**src/rtl/sr_flag_arbiter.sv**
```systemverilog
`default_nettype none
// ============================================================================
//  Module      : sr_flag_arbiter
//  Description : Round-robin arbiter and sequencer that shares one SR flag
//                flop between NREQ requesters. A granted set/reset request
//                is driven onto s or r as a clean HOLD_CYC-cycle pulse (never
//                s and r together). The requester then receives a one-cycle
//                acknowledge.
//                Optional build macro SR_FLAG_VERIFY_EN inserts a CHECK state
//                that compares the flop output against the requested value
//                and raises a sticky verify_err on mismatch. Without the
//                macro, flag_q is unused and verify_err is tied low.
//  Revision    : 1.0 - initial release
// ============================================================================
module sr_flag_arbiter #(
    parameter int NREQ     = 4,
    parameter int HOLD_CYC = 1
) (
    input  logic            clk,
    input  logic            clear,
    input  logic [NREQ-1:0] req_set,
    input  logic [NREQ-1:0] req_rst,
    input  logic            flag_q,
    output logic            s,
    output logic            r,
    output logic [NREQ-1:0] ack,
    output logic            busy,
    output logic            err_conflict,
    output logic            verify_err
);

    // ------------------------------------------------------------------
    // Constants
    // ------------------------------------------------------------------
    localparam int IDX_W = (NREQ > 1) ? $clog2(NREQ) : 1;
    localparam int CNT_W = 4;

    localparam logic [CNT_W-1:0] HOLD_INIT = CNT_W'(HOLD_CYC);
    localparam logic [CNT_W-1:0] CNT_LAST  = CNT_W'(1);
    localparam logic [IDX_W:0]   NREQ_EXT  = (IDX_W+1)'(NREQ);

`ifdef SR_FLAG_VERIFY_EN
    localparam bit VERIFY_EN = 1'b1;
`else
    localparam bit VERIFY_EN = 1'b0;
`endif

    // State encoding. CHECK is only reachable when verification is built in.
    localparam logic [1:0] ST_IDLE  = 2'd0;
    localparam logic [1:0] ST_DRIVE = 2'd1;
    localparam logic [1:0] ST_CHECK = 2'd2;
    localparam logic [1:0] ST_ACK   = 2'd3;

    // ------------------------------------------------------------------
    // Declarations
    // ------------------------------------------------------------------
    logic [1:0]       state;
    logic [1:0]       next_state;

    logic [IDX_W-1:0] rr_ptr;      // first index searched on the next grant
    logic [IDX_W-1:0] gnt_idx;     // requester currently being served
    logic             op;          // 1 = set, 0 = reset
    logic [CNT_W-1:0] hold_cnt;    // remaining drive cycles, including current

    logic [NREQ-1:0]  eligible;
    logic             any_elig;
    logic [IDX_W-1:0] win_idx;
    logic             win_op;
    logic [IDX_W:0]   cand;

    logic             grant;
    logic             drive_next;
    logic             op_next;
    logic [IDX_W:0]   ptr_sum;

    // ------------------------------------------------------------------
    // Eligibility: exactly one of set/reset asks; both-high is a conflict
    // and is never served.
    // ------------------------------------------------------------------
    always_comb begin
        eligible = req_set ^ req_rst;
    end

    // Round-robin search from rr_ptr upward; iterating from the farthest
    // offset down lets the nearest eligible index overwrite the winner.
    always_comb begin
        any_elig = 1'b0;
        win_idx  = '0;
        win_op   = 1'b0;
        cand     = '0;
        for (int i = NREQ - 1; i >= 0; i--) begin
            cand = {1'b0, rr_ptr} + (IDX_W+1)'(i);
            if (cand >= NREQ_EXT) begin
                cand = cand - NREQ_EXT;
            end
            if (eligible[cand[IDX_W-1:0]]) begin
                any_elig = 1'b1;
                win_idx  = cand[IDX_W-1:0];
                win_op   = req_set[cand[IDX_W-1:0]];
            end
        end
    end

    // A grant is taken only from IDLE, so operations are always separated
    // by at least one idle cycle after ACK.
    always_comb begin
        grant = (state == ST_IDLE) && any_elig;
    end

    // ------------------------------------------------------------------
    // FSM: state register
    // ------------------------------------------------------------------
    // Holds the sequencer state; clear aborts any operation in flight.
    always_ff @(posedge clk or posedge clear) begin
        if (clear) begin
            state <= ST_IDLE;
        end else begin
            state <= next_state;
        end
    end

    // FSM: next-state logic
    always_comb begin
        next_state = state;
        case (state)
            ST_IDLE: begin
                if (any_elig) begin
                    next_state = ST_DRIVE;
                end
            end
            ST_DRIVE: begin
                if (hold_cnt == CNT_LAST) begin
                    next_state = VERIFY_EN ? ST_CHECK : ST_ACK;
                end
            end
            ST_CHECK: begin
                next_state = ST_ACK;
            end
            ST_ACK: begin
                next_state = ST_IDLE;
            end
            default: begin
                next_state = ST_IDLE;
            end
        endcase
    end

    // FSM: output decode (acknowledge to the served requester, busy)
    always_comb begin
        ack  = '0;
        busy = (state != ST_IDLE);
        if (state == ST_ACK) begin
            ack[gnt_idx] = 1'b1;
        end
    end

    // ------------------------------------------------------------------
    // Grant bookkeeping
    // ------------------------------------------------------------------
    // Pointer advance past the served requester, wrapped modulo NREQ.
    always_comb begin
        ptr_sum = {1'b0, gnt_idx} + (IDX_W+1)'(1);
        if (ptr_sum >= NREQ_EXT) begin
            ptr_sum = '0;
        end
    end

    // Latches the winner and operation, runs the hold counter and moves
    // the round-robin pointer once the operation is acknowledged.
    always_ff @(posedge clk or posedge clear) begin
        if (clear) begin
            rr_ptr   <= '0;
            gnt_idx  <= '0;
            op       <= 1'b0;
            hold_cnt <= '0;
        end else begin
            if (grant) begin
                gnt_idx  <= win_idx;
                op       <= win_op;
                hold_cnt <= HOLD_INIT;
            end else if (state == ST_DRIVE) begin
                hold_cnt <= hold_cnt - CNT_LAST;
            end
            if (state == ST_ACK) begin
                rr_ptr <= ptr_sum[IDX_W-1:0];
            end
        end
    end

    // ------------------------------------------------------------------
    // SR drive: registered, decoded from the state being entered so s/r
    // rise on the grant edge and fall on the edge that leaves DRIVE. Only
    // one of them can be high because they are split on a single op bit.
    // ------------------------------------------------------------------
    always_comb begin
        drive_next = (next_state == ST_DRIVE);
        op_next    = grant ? win_op : op;
    end

    // Registers the set/reset drive lines.
    always_ff @(posedge clk or posedge clear) begin
        if (clear) begin
            s <= 1'b0;
            r <= 1'b0;
        end else begin
            s <= drive_next & op_next;
            r <= drive_next & ~op_next;
        end
    end

    // Flags, one cycle later, any requester that asked for set and reset
    // at once.
    always_ff @(posedge clk or posedge clear) begin
        if (clear) begin
            err_conflict <= 1'b0;
        end else begin
            err_conflict <= |(req_set & req_rst);
        end
    end

    // ------------------------------------------------------------------
    // Optional readback verification
    // ------------------------------------------------------------------
`ifdef SR_FLAG_VERIFY_EN
    // Sticky mismatch between the flop output and the requested value,
    // sampled in CHECK after the drive pulse has settled.
    always_ff @(posedge clk or posedge clear) begin
        if (clear) begin
            verify_err <= 1'b0;
        end else if ((state == ST_CHECK) && (flag_q != op)) begin
            verify_err <= 1'b1;
        end
    end
`else
    // Readback is not used in this build.
    logic unused_flag_q;
    assign unused_flag_q = flag_q;
    assign verify_err    = 1'b0;
`endif

endmodule
`default_nettype wire

```
**config.mk**
```make
export PLATFORM = sky130hd
export DESIGN_NAME = sr_flag_arbiter
export DESIGN_NICKNAME = d
export VERILOG_FILES = /design/src/rtl/sr_flag_arbiter.sv
export SDC_FILE = /design/constraint.sdc
export NUM_CORES = 1
export LEC_CHECK = 0
export CAP_MARGIN = 30
export CORE_ASPECT_RATIO = 1.4
export CORE_MARGIN = 1
export CORE_UTILIZATION = 52
export DETAILED_ROUTE_END_ITERATION = 8
export PLACE_DENSITY = 0.76
export REMOVE_ABC_BUFFERS = 1
export SETUP_SLACK_MARGIN = 0.02
export SYNTH_ARGS = -nofsm -noshare
export SYNTH_HDL_FRONTEND = slang
export SYNTH_SLANG_ARGS = --single-unit
export TNS_END_PERCENT = 30
```
**constraint.sdc**
```tcl
create_clock -name clk -period 1.9 [get_ports clk]
set_input_delay 0.19 -clock clk [delete_from_list [all_inputs] [get_ports clk]]
set_output_delay 0.19 -clock clk [all_outputs]
set_load 0.1 [all_outputs]
```
## Yosys cells after proc, flatten, opt, wreduce, memory -nomap -nowiden

Index checks and enable logic that the tools add are counted.

| word-level totals | value |
|---|---|
| output and inout bits | 9 |
| register bits | 14 |
| logic and storage cells | 86 |
| bits of input ports | 11 |

| operators by class | value |
|---|---|
| reduce and logical (&&, ||, !) cells | 6 |
| bitwise operators | 5 |
| multiplexer cells | 42 |
| eq/ne operators | 5 |
| add/sub/neg operators | 9 |
| $lt $le $gt $ge | 11 |

Operators with widths:

| kind | number |
|---|---|
| $mux W2 | 11 |
| $mux W1 | 18 |
| $bmux W1 S2 | 8 |
| $lt A2 B3 Y1 const B | 5 |
| $ge A3 B3 Y1 const B | 4 |
| $mux W4 | 3 |
| $pmux W2 S4 | 1 |
| $sub A2 B1 Y2 const B | 4 |
| $add A2 B1 Y3 const B | 2 |
| $add A2 B2 Y3 const B | 2 |
| $and A4 B4 Y4 | 1 |
| $eq A2 B1 Y1 const B | 2 |
| $eq A2 B2 Y1 const B | 2 |
| $eq A4 B1 Y1 const B | 1 |
| $reduce_bool A2 Y1 | 2 |
| $reduce_or A4 Y1 | 1 |
| $sub A4 B1 Y4 const B | 1 |
| $xor A4 B4 Y4 | 1 |
| $ge A2 B3 Y1 const B | 1 |
| $and A1 B1 Y1 | 2 |
| $demux W1 S2 | 1 |
| $ge A2 B1 Y1 const B | 1 |
| $logic_and A1 B1 Y1 | 2 |
| $logic_not A2 Y1 | 1 |
| $not A1 Y1 | 1 |

## Depth between registers and ports, before layout

Gate-level depths: netlist of run 1.

| depth | value |
|---|---|
| word-level depth | 13 |
| mapped depth | 7 |
| gate-level depth less buffers | 7 |

## Worst setup path before layout of run 1

OpenSTA, ideal clock, no wires.

| path | value |
|---|---|
| path type | reg-to-reg |
| start | register state[1] |
| end | register hold_cnt[1] |
| stages on the path, launching flop included | 6 |
| required time | 1.806 ns |
| library setup time | 0.094 ns |
| setup slack | 0.118 ns |
| path buffers | 0 |
| period minus slack after synthesis | 1.782 ns |
| arrival time | 1.688 ns |
| path through | dfrtp_1 > inv_1 > ha_1 > inv_1 > nor2_1 > a211oi_1 |

| on the way | value |
|---|---|
| longest elaborated chain between the ends | 3 |
| elaborated cells on any way between the ends | 5 |
| classes of those cells | eq/ne: 1; mux: 1; reduce/logical: 3 |

RTL lines:

| item | RTL line | text |
|---|---|---|
| start, declared | 57 | `logic [1:0] state;` |
| start signal, assigned | 118 | `state <= next_state;` |
| $logic_not A2 Y1 | 107 | `grant = (state == ST_IDLE) && any_elig;` |
| $logic_and A1 B1 Y1 | 107 |  |
| $mux W4 / $reduce_bool A2 Y1 (equally long branches) | -- |  |
| end signal, assigned | 182 | `hold_cnt <= hold_cnt - CNT_LAST;` |
| end, declared | 63 | `logic [CNT_W-1:0] hold_cnt;` |

Parallel ways exist; a longest one is shown, timed or not.
A chain may end at the register's enable or synchronous reset.

## Worst setup path after layout of run 1

| path | value |
|---|---|
| start | input req_rst[2] |
| end | register s |

| on the way | value |
|---|---|
| elaborated cells on any way between the ends | 23 |
| classes of those cells | eq/ne: 1; mux: 19; bitwise: 2; reduce/logical: 1 |

RTL lines:

| item | RTL line | text |
|---|---|---|
| start, declared | 22 | `input logic [NREQ-1:0] req_rst,` |
| $xor A4 B4 Y4 * | 81 | `eligible = req_set ^ req_rst;` |
| $bmux W1 S2 | 96 | `if (eligible[cand[IDX_W-1:0]]) begin` |
| $mux W1 (implied by the code) | 96 |  |
| $mux W1 (4 in a row) | 96 |  |
| $logic_and A1 B1 Y1 | 107 |  |
| $mux W1 * | -- |  |
| net op_next | 73 | `logic op_next;` |
| $and A1 B1 Y1 * | 206 | `s <= drive_next & op_next;` |
| end signal, assigned | 206 |  |
| end, declared | 24 | `output logic s,` |

The timed path passes the listed nets; every way through them passes the cells marked *. The select of a mux whose other input is x is not followed.

==> results of run 1 <==
==> power by group <==
part	switching [uW]	leakage, uW	internal [uW]
clock	95.7	0.0000138	73.5
combinational	892	0.000539	639
sequential	153	0.000171	428
total	1140	0.000723	1140
==> cell usage after synthesis, types with 2 or more instances <==
| cell type | instances | area share [%] |
|---|---|---|
| ha_1 | 15 | 16 |
| dfrtp_1 | 14 | 30 |
| nand2_1 | 13 | 4.2 |
| inv_1 | 12 | 3.8 |
| nor2_1 | 11 | 3.5 |
| o21ai_0 | 9 | 3.8 |
| and2_1 | 4 | 2.1 |
| buf_2 | 4 | 1.7 |
| nor2b_1 | 4 | 2.1 |
| a21oi_1 | 3 | 1.3 |
| a211oi_1 | 2 | 1.3 |
| o221ai_1 | 2 | 1.5 |
| o31ai_1 | 2 | 1.3 |
| xnor2_1 | 2 | 1.5 |
==> cell type report <==
class | count | area, um^2
multi-input cells | 96 | 808.3
fillers | 168 | 558.0
flip-flops and latches | 14 | 351.6
repair buffers | 33 | 335.3
inverters | 13 | 48.80
well taps | 22 | 27.53
clock buffers | 3 | 22.52
==> critical path: stages <==
cell,delay [ns]
clkdlybuf4s50_1,0.52
ha_4,0.22
buf_4,0.17
o41ai_4,0.41
nand2_1,0.14
o31ai_2,0.10
o32a_4,0.21
nor2b_4,0.12
==> sequential cells by signal, indices dropped and copies added (netlist names) <==
signal / count
gnt_idx: 2
state: 2
hold_cnt: 4
rr_ptr: 2
err_conflict: 1
op: 1
s: 1
r: 1
==> logic make-up (layout without fill, tap and decap cells) <==
kind of cell,Yosys count,in the layout,share of synthesized area (%)
adder cells (fa/ha/maj),15,15,15.99
AO/OA/AOI/OAI,32,32,22.60
buffers and inverters,19,49,7.462
other,1,1,0.3195
XOR/XNOR,3,3,2.239
flip-flops,14,14,29.85
AND/OR/NAND/NOR,45,45,21.54
==> final timing paths <==
| path | to | slack (ns) |
|---|---|---|
| setup reg to reg | s | 0.14 |
| min in group clk | err_conflict | 0.32 |
| hold / removal | s | 0.25 |
| setup / recovery | s | 0.05 |
| max in group asynchronous | rr_ptr[1] | 1.25 |
| hold reg to reg | hold_cnt[3] | 0.57 |
==> routing by layer <==
layer	up-vias	global-route usage, %
met3	8	1.869
met2	17	45.76
met1	507	26.63
met5	-	0
li1	518	-
met4	0	9.821
==> timing repair <==
| action | 4_1_cts | 5_1_grt |
|---|---|---|
| setup endpoints to repair | 2 | 3 |
| pin swaps | 0 | 5 |
| resized for setup | 2 | 12 |
==> metrics by stage <==
stage          setup TNS [ns]  area, um^2  std cells  util (%)
3_5_place_dp           -1.477        1495        178     69.48
5_1_grt              -0.03851        1594        181     74.07
4_1_cts                     0        1523        181     70.76
3_3_place_gp           -1.192        1495        178     69.48
6_report                    0        1594        181     74.07
2_1_floorplan               0        1135        123         -
==> impl_metrics.py, run 1 <==
metrics = {
    "timing": {
        "setup_violations": 0,
        "slew_headroom_pct": 62.98,
        "skew_ns": 0.001548,
        "holdWs_ns": 0.2482,
        "clock.fmax_mhz": 539.9,
        "tightestPinTransition_ns": 0.5546,
        "slew_viol_final": 0,
        "finalWorstSetupSlack_ns": 0.04773,
        "hold_viol_final": 0,
        "fin_crit_ns": 1.852,
        "post-route-period-util_pct": 97.49,
    },
    "layout": {
        "final_common_cell": "buf_4",
        "syn2layout_area_growth_pct": 35.82,
        "layout-drive-gt1-share_pct": 28.30,
        "layout.nets": 187,
        "final_cell_mix": "19 x buf_4, 13 x nand2_1, 13 x dfrtp_1",
        "n_antenna_cell": 0,
    },
    "power_and_ir_drop": {
        "power_density_nw_per_um2": 1431,
        "vdd_drop_max_mv": 1.000,
        "p_leak_uw": 0.0007233,
        "total_power_uw": 2281,
    },
    "placed_design": {
        "dp_slack_ns": -0.3158,
        "gp_congestion": 0.8847,
        "hpwl_um": 2120,
        "port_buffers": 17,
    },
    "yosys": {
        "async_reset_ff_share_pct": 100.0,
        "synth-main-ff-cell": "dfrtp_1",
        "synth.avg_cell_area_um2": 9.098,
        "yosysSeqAreaShare_pct": 29.85,
        "ys_warn_count": 0,
        "ys_seq_elements": 14,
        "syn_area_um2": 1174,
        "synthCells": 129,
        "yosysUniqueCellTypes": 46,
        "synth-edff-count": 0,
    },
    "clocking": {
        "cts_sinks": 14,
        "cts_max_level": 1,
        "cts_tree": "yes",
        "cts_setup_buffers": 0,
        "postCtsHoldBufs": 0,
        "cts_inserted_buffers": 3,
        "clkLatencyLatePin_ns": 0.28,
        "path_clk_slew_ns": 0.08,
        "cts.path.max_buffers": 2,
        "cts-root-buf": "clkbuf_4",
    },
    "global_route": {
        "grt_pass1_vias": 1088,
        "globalRouteOverflowTotal": 0,
        "antenna_found_initial": 0,
        "grt_max_degree": 15,
        "grt_use_total_pct": 23.82,
        "grt_pass1_wl_um": 4533,
    },
    "floorplan": {
        "core_area_um2": 2152,
        "num_rows": 20,
        "die_w_um": 42.15,
        "start_util_pct": 54.53,
        "die_h_um": 58.21,
        "top_level_ports": 20,
        "dieArea_um2": 2454,
    },
    "worst_setup_path": {
        "startpoint": "req_rst[2]",
        "reg2regPathDepth": 5,
        "crit_required_ns": 2.12,
        "crit_type": "input pin to register",
        "critPathArrivalTime_ns": 2.07,
        "critPathMaxFanout": 9,
        "r2r-start": "rr_ptr[1]",
        "crit_path_start_kind": "input pin",
        "endpoint_kind": "register",
    },
    "routing": {
        "dr.pass1.iters": 4,
        "wl_per_cell_um": 15.38,
        "drc": 0,
        "drt_wl_total_um": 2784,
        "vias_per_cell": 5.801,
        "wl_met1_um": 1103,
        "top_layer_used": "met4",
        "drt-initial-drc-count": 22,
        "ant_nets": 0,
        "dr_total_vias": 1050,
        "wl_met3_um": 46,
        "dr_wl_met2_um": 1573,
    },
    "job": {
        "maxCapViolations": 0,
    },
    "worst_hold_path": {
        "hold_path.class": "input pin to async pin",
    },
    "status": {
        "status": "finished, final reports clean",
    },
}
(Power assumes the default switching activity.)
==> run 2, diff against run 1 <==
==> constraint.sdc (replaced) <==
create_clock -name clk -period 1.95 [get_ports clk]
set_input_delay 0.195 -clock clk [delete_from_list [all_inputs] [get_ports clk]]
set_output_delay 0.195 -clock clk [all_outputs]
set_load 0.1 [all_outputs]
==> run 2 against run 1 <==
Net effect:
- power increased by 0.19%
- final cell count rose by 2.2%
- utilization up 0.47 points
- critical endpoint unchanged
- highest routed layer unchanged
==> impl_metrics.py, run 2 (synthesis gave the netlist of run 1 again) <==
metrics = {
    "clocking": {
        "cts_inserted_buffers": 3,
        "cts-root-buf": "clkbuf_4",
        "cts_sinks": 14,
        "path_clk_slew_ns": 0.10,
        "cts_tree": "yes",
        "cts_max_level": 1,
        "cts_setup_buffers": 0,
        "postCtsHoldBufs": 0,
        "cts.path.max_buffers": 2,
        "clkLatencyLatePin_ns": 0.29,
    },
    "routing": {
        "dr.pass1.iters": 4,
        "vias_per_cell": 5.832,
        "drc": 0,
        "drt-initial-drc-count": 23,
        "drt_wl_total_um": 2989,
        "dr_total_vias": 1079,
        "wl_per_cell_um": 16.16,
        "ant_nets": 0,
    },
    "worst_setup_path": {
        "crit_path_start_kind": "input pin",
        "endpoint_kind": "register",
        "critPathArrivalTime_ns": 2.14,
        "startpoint": "req_set[2]",
        "critPathMaxFanout": 9,
        "crit_required_ns": 2.18,
        "r2r-start": "rr_ptr[1]",
        "critPathBufInv": 2,
        "cp_top_family": "compound AO/OA/AOI/OAI gates",
        "worst_path_max_delay_cell": "clkdlybuf4s50_1",
        "cp_slowest_stage_delay_ns": 0.44,
        "crit_type": "input pin to register",
        "crit_chain": "clkdlybuf4s50_1, ha_1, buf_4, o41ai_4, nand2_1, o31ai_1, o32a_4, nor2b_4",
    },
    "job": {
        "maxCapViolations": 0,
    },
    "global_route": {
        "grt_util_met3_pct": 5.607,
        "grt_use_total_pct": 26.49,
        "grt_pass1_vias": 1151,
        "grt_use_met2_pct": 49.33,
        "antenna_found_initial": 0,
        "gr-max-usage-layer": "met2",
        "grt_max_degree": 15,
        "grt_pass1_wl_um": 4830,
        "grtUsageMet1_pct": 27.08,
        "globalRouteOverflowTotal": 0,
    },
    "floorplan": {
        "start_util_pct": 54.53,
        "num_rows": 20,
        "core_area_um2": 2152,
        "top_level_ports": 20,
        "dieArea_um2": 2454,
        "die_w_um": 42.15,
        "die_h_um": 58.21,
    },
    "timing": {
        "tightestPinTransition_ns": 0.5755,
        "skew_ns": 0.004562,
        "slew_viol_final": 0,
        "rsz0062_at_grt": "true",
        "finalWorstSetupSlack_ns": 0.04462,
        "slew_headroom_pct": 61.59,
        "clock.fmax_mhz": 524.8,
        "hold_viol_final": 0,
        "post-route-period-util_pct": 97.71,
        "holdWs_ns": 0.2488,
        "fin_crit_ns": 1.905,
        "setup_violations": 0,
    },
    "worst_hold_path": {
        "hold_path.class": "input pin to async pin",
    },
    "layout": {
        "largest-register": "hold_cnt",
        "final_common_cell": "buf_4",
        "largest_reg_flops": 4,
        "final_area_um2": 1604,
        "syn2layout_area_growth_pct": 36.67,
        "n_antenna_cell": 0,
        "layout-drive-gt1-share_pct": 28.83,
        "layout.nets": 190,
        "final_cell_mix": "22 x buf_4, 13 x nand2_1, 13 x dfrtp_1",
    },
    "placed_design": {
        "hpwl_um": 2273,
        "place_area_um2": 1518,
        "gp_congestion": 0.8668,
        "dp_slack_ns": -0.3233,
        "port_buffers": 17,
    },
    "power_and_ir_drop": {
        "total_power_uw": 2285,
        "vdd_drop_max_mv": 1.162,
        "p_leak_uw": 0.0007327,
        "power_density_nw_per_um2": 1424,
    },
    "status": {
        "status": "finished, final reports clean",
    },
}
==> run 2: cell types whose count changed in the layout (fill, tap and decap cells not counted), sizes merged <==
cell,delta
clkdlybuf4s50,+1
clkbuf,+1
dlymetal6s2s,-1
buf,+3
==> run 2: metal layers <==
| metal | part of all wire (%) | vias to the layer above |
|---|---|---|
| met3 | 4.0 | 12 |
| li1 | - | 523 |
| met2 | 53 | 35 |
| met1 | 39 | 509 |
| met5 | 0 | - |
| met4 | 3.8 | 0 |
==> run 2: final cells by class <==
type | count | area [um^2]
clock buffers | 4 | 36.28
well taps | 22 | 27.53
inverters | 13 | 48.80
multi-input cells | 96 | 784.5
flip-flops and latches | 14 | 351.6
fillers | 154 | 548.0
repair buffers | 36 | 355.3
==> run 2: worst paths after layout <==
check	depth (start not counted)	endpoint	slack [ns]
min in group clk	2	gnt_idx[1]	0.56
worst min register to register	2	gnt_idx[1]	0.56
worst max register to register	5	s	0.12
max in group asynchronous	2	rr_ptr[1]	1.30
worst min-delay path	2	state[1]	0.25
worst max-delay path	8	s	0.04
==> run 2: through the flow <==
step                util [%]  instances  setup TNS [ns]
floorplan                  -        123               0
global placement       70.52        181         -0.7875
detailed placement     70.52        181          -1.282
CTS                    73.02        185               0
global route           74.53        185        -0.02958
finish                 74.53        185               0
==> run 2: repair_timing <==
item                       in CTS  in global routing
gates resized for setup         3                  6
pin swaps                       0                  5
setup endpoints to repair       2                  3
==> run 2: where the power goes <==
group / switching [uW] / internal [uW]
logic: 870 / 627
clock network: 109 / 114
registers: 149 / 416
total: 1130 / 1160
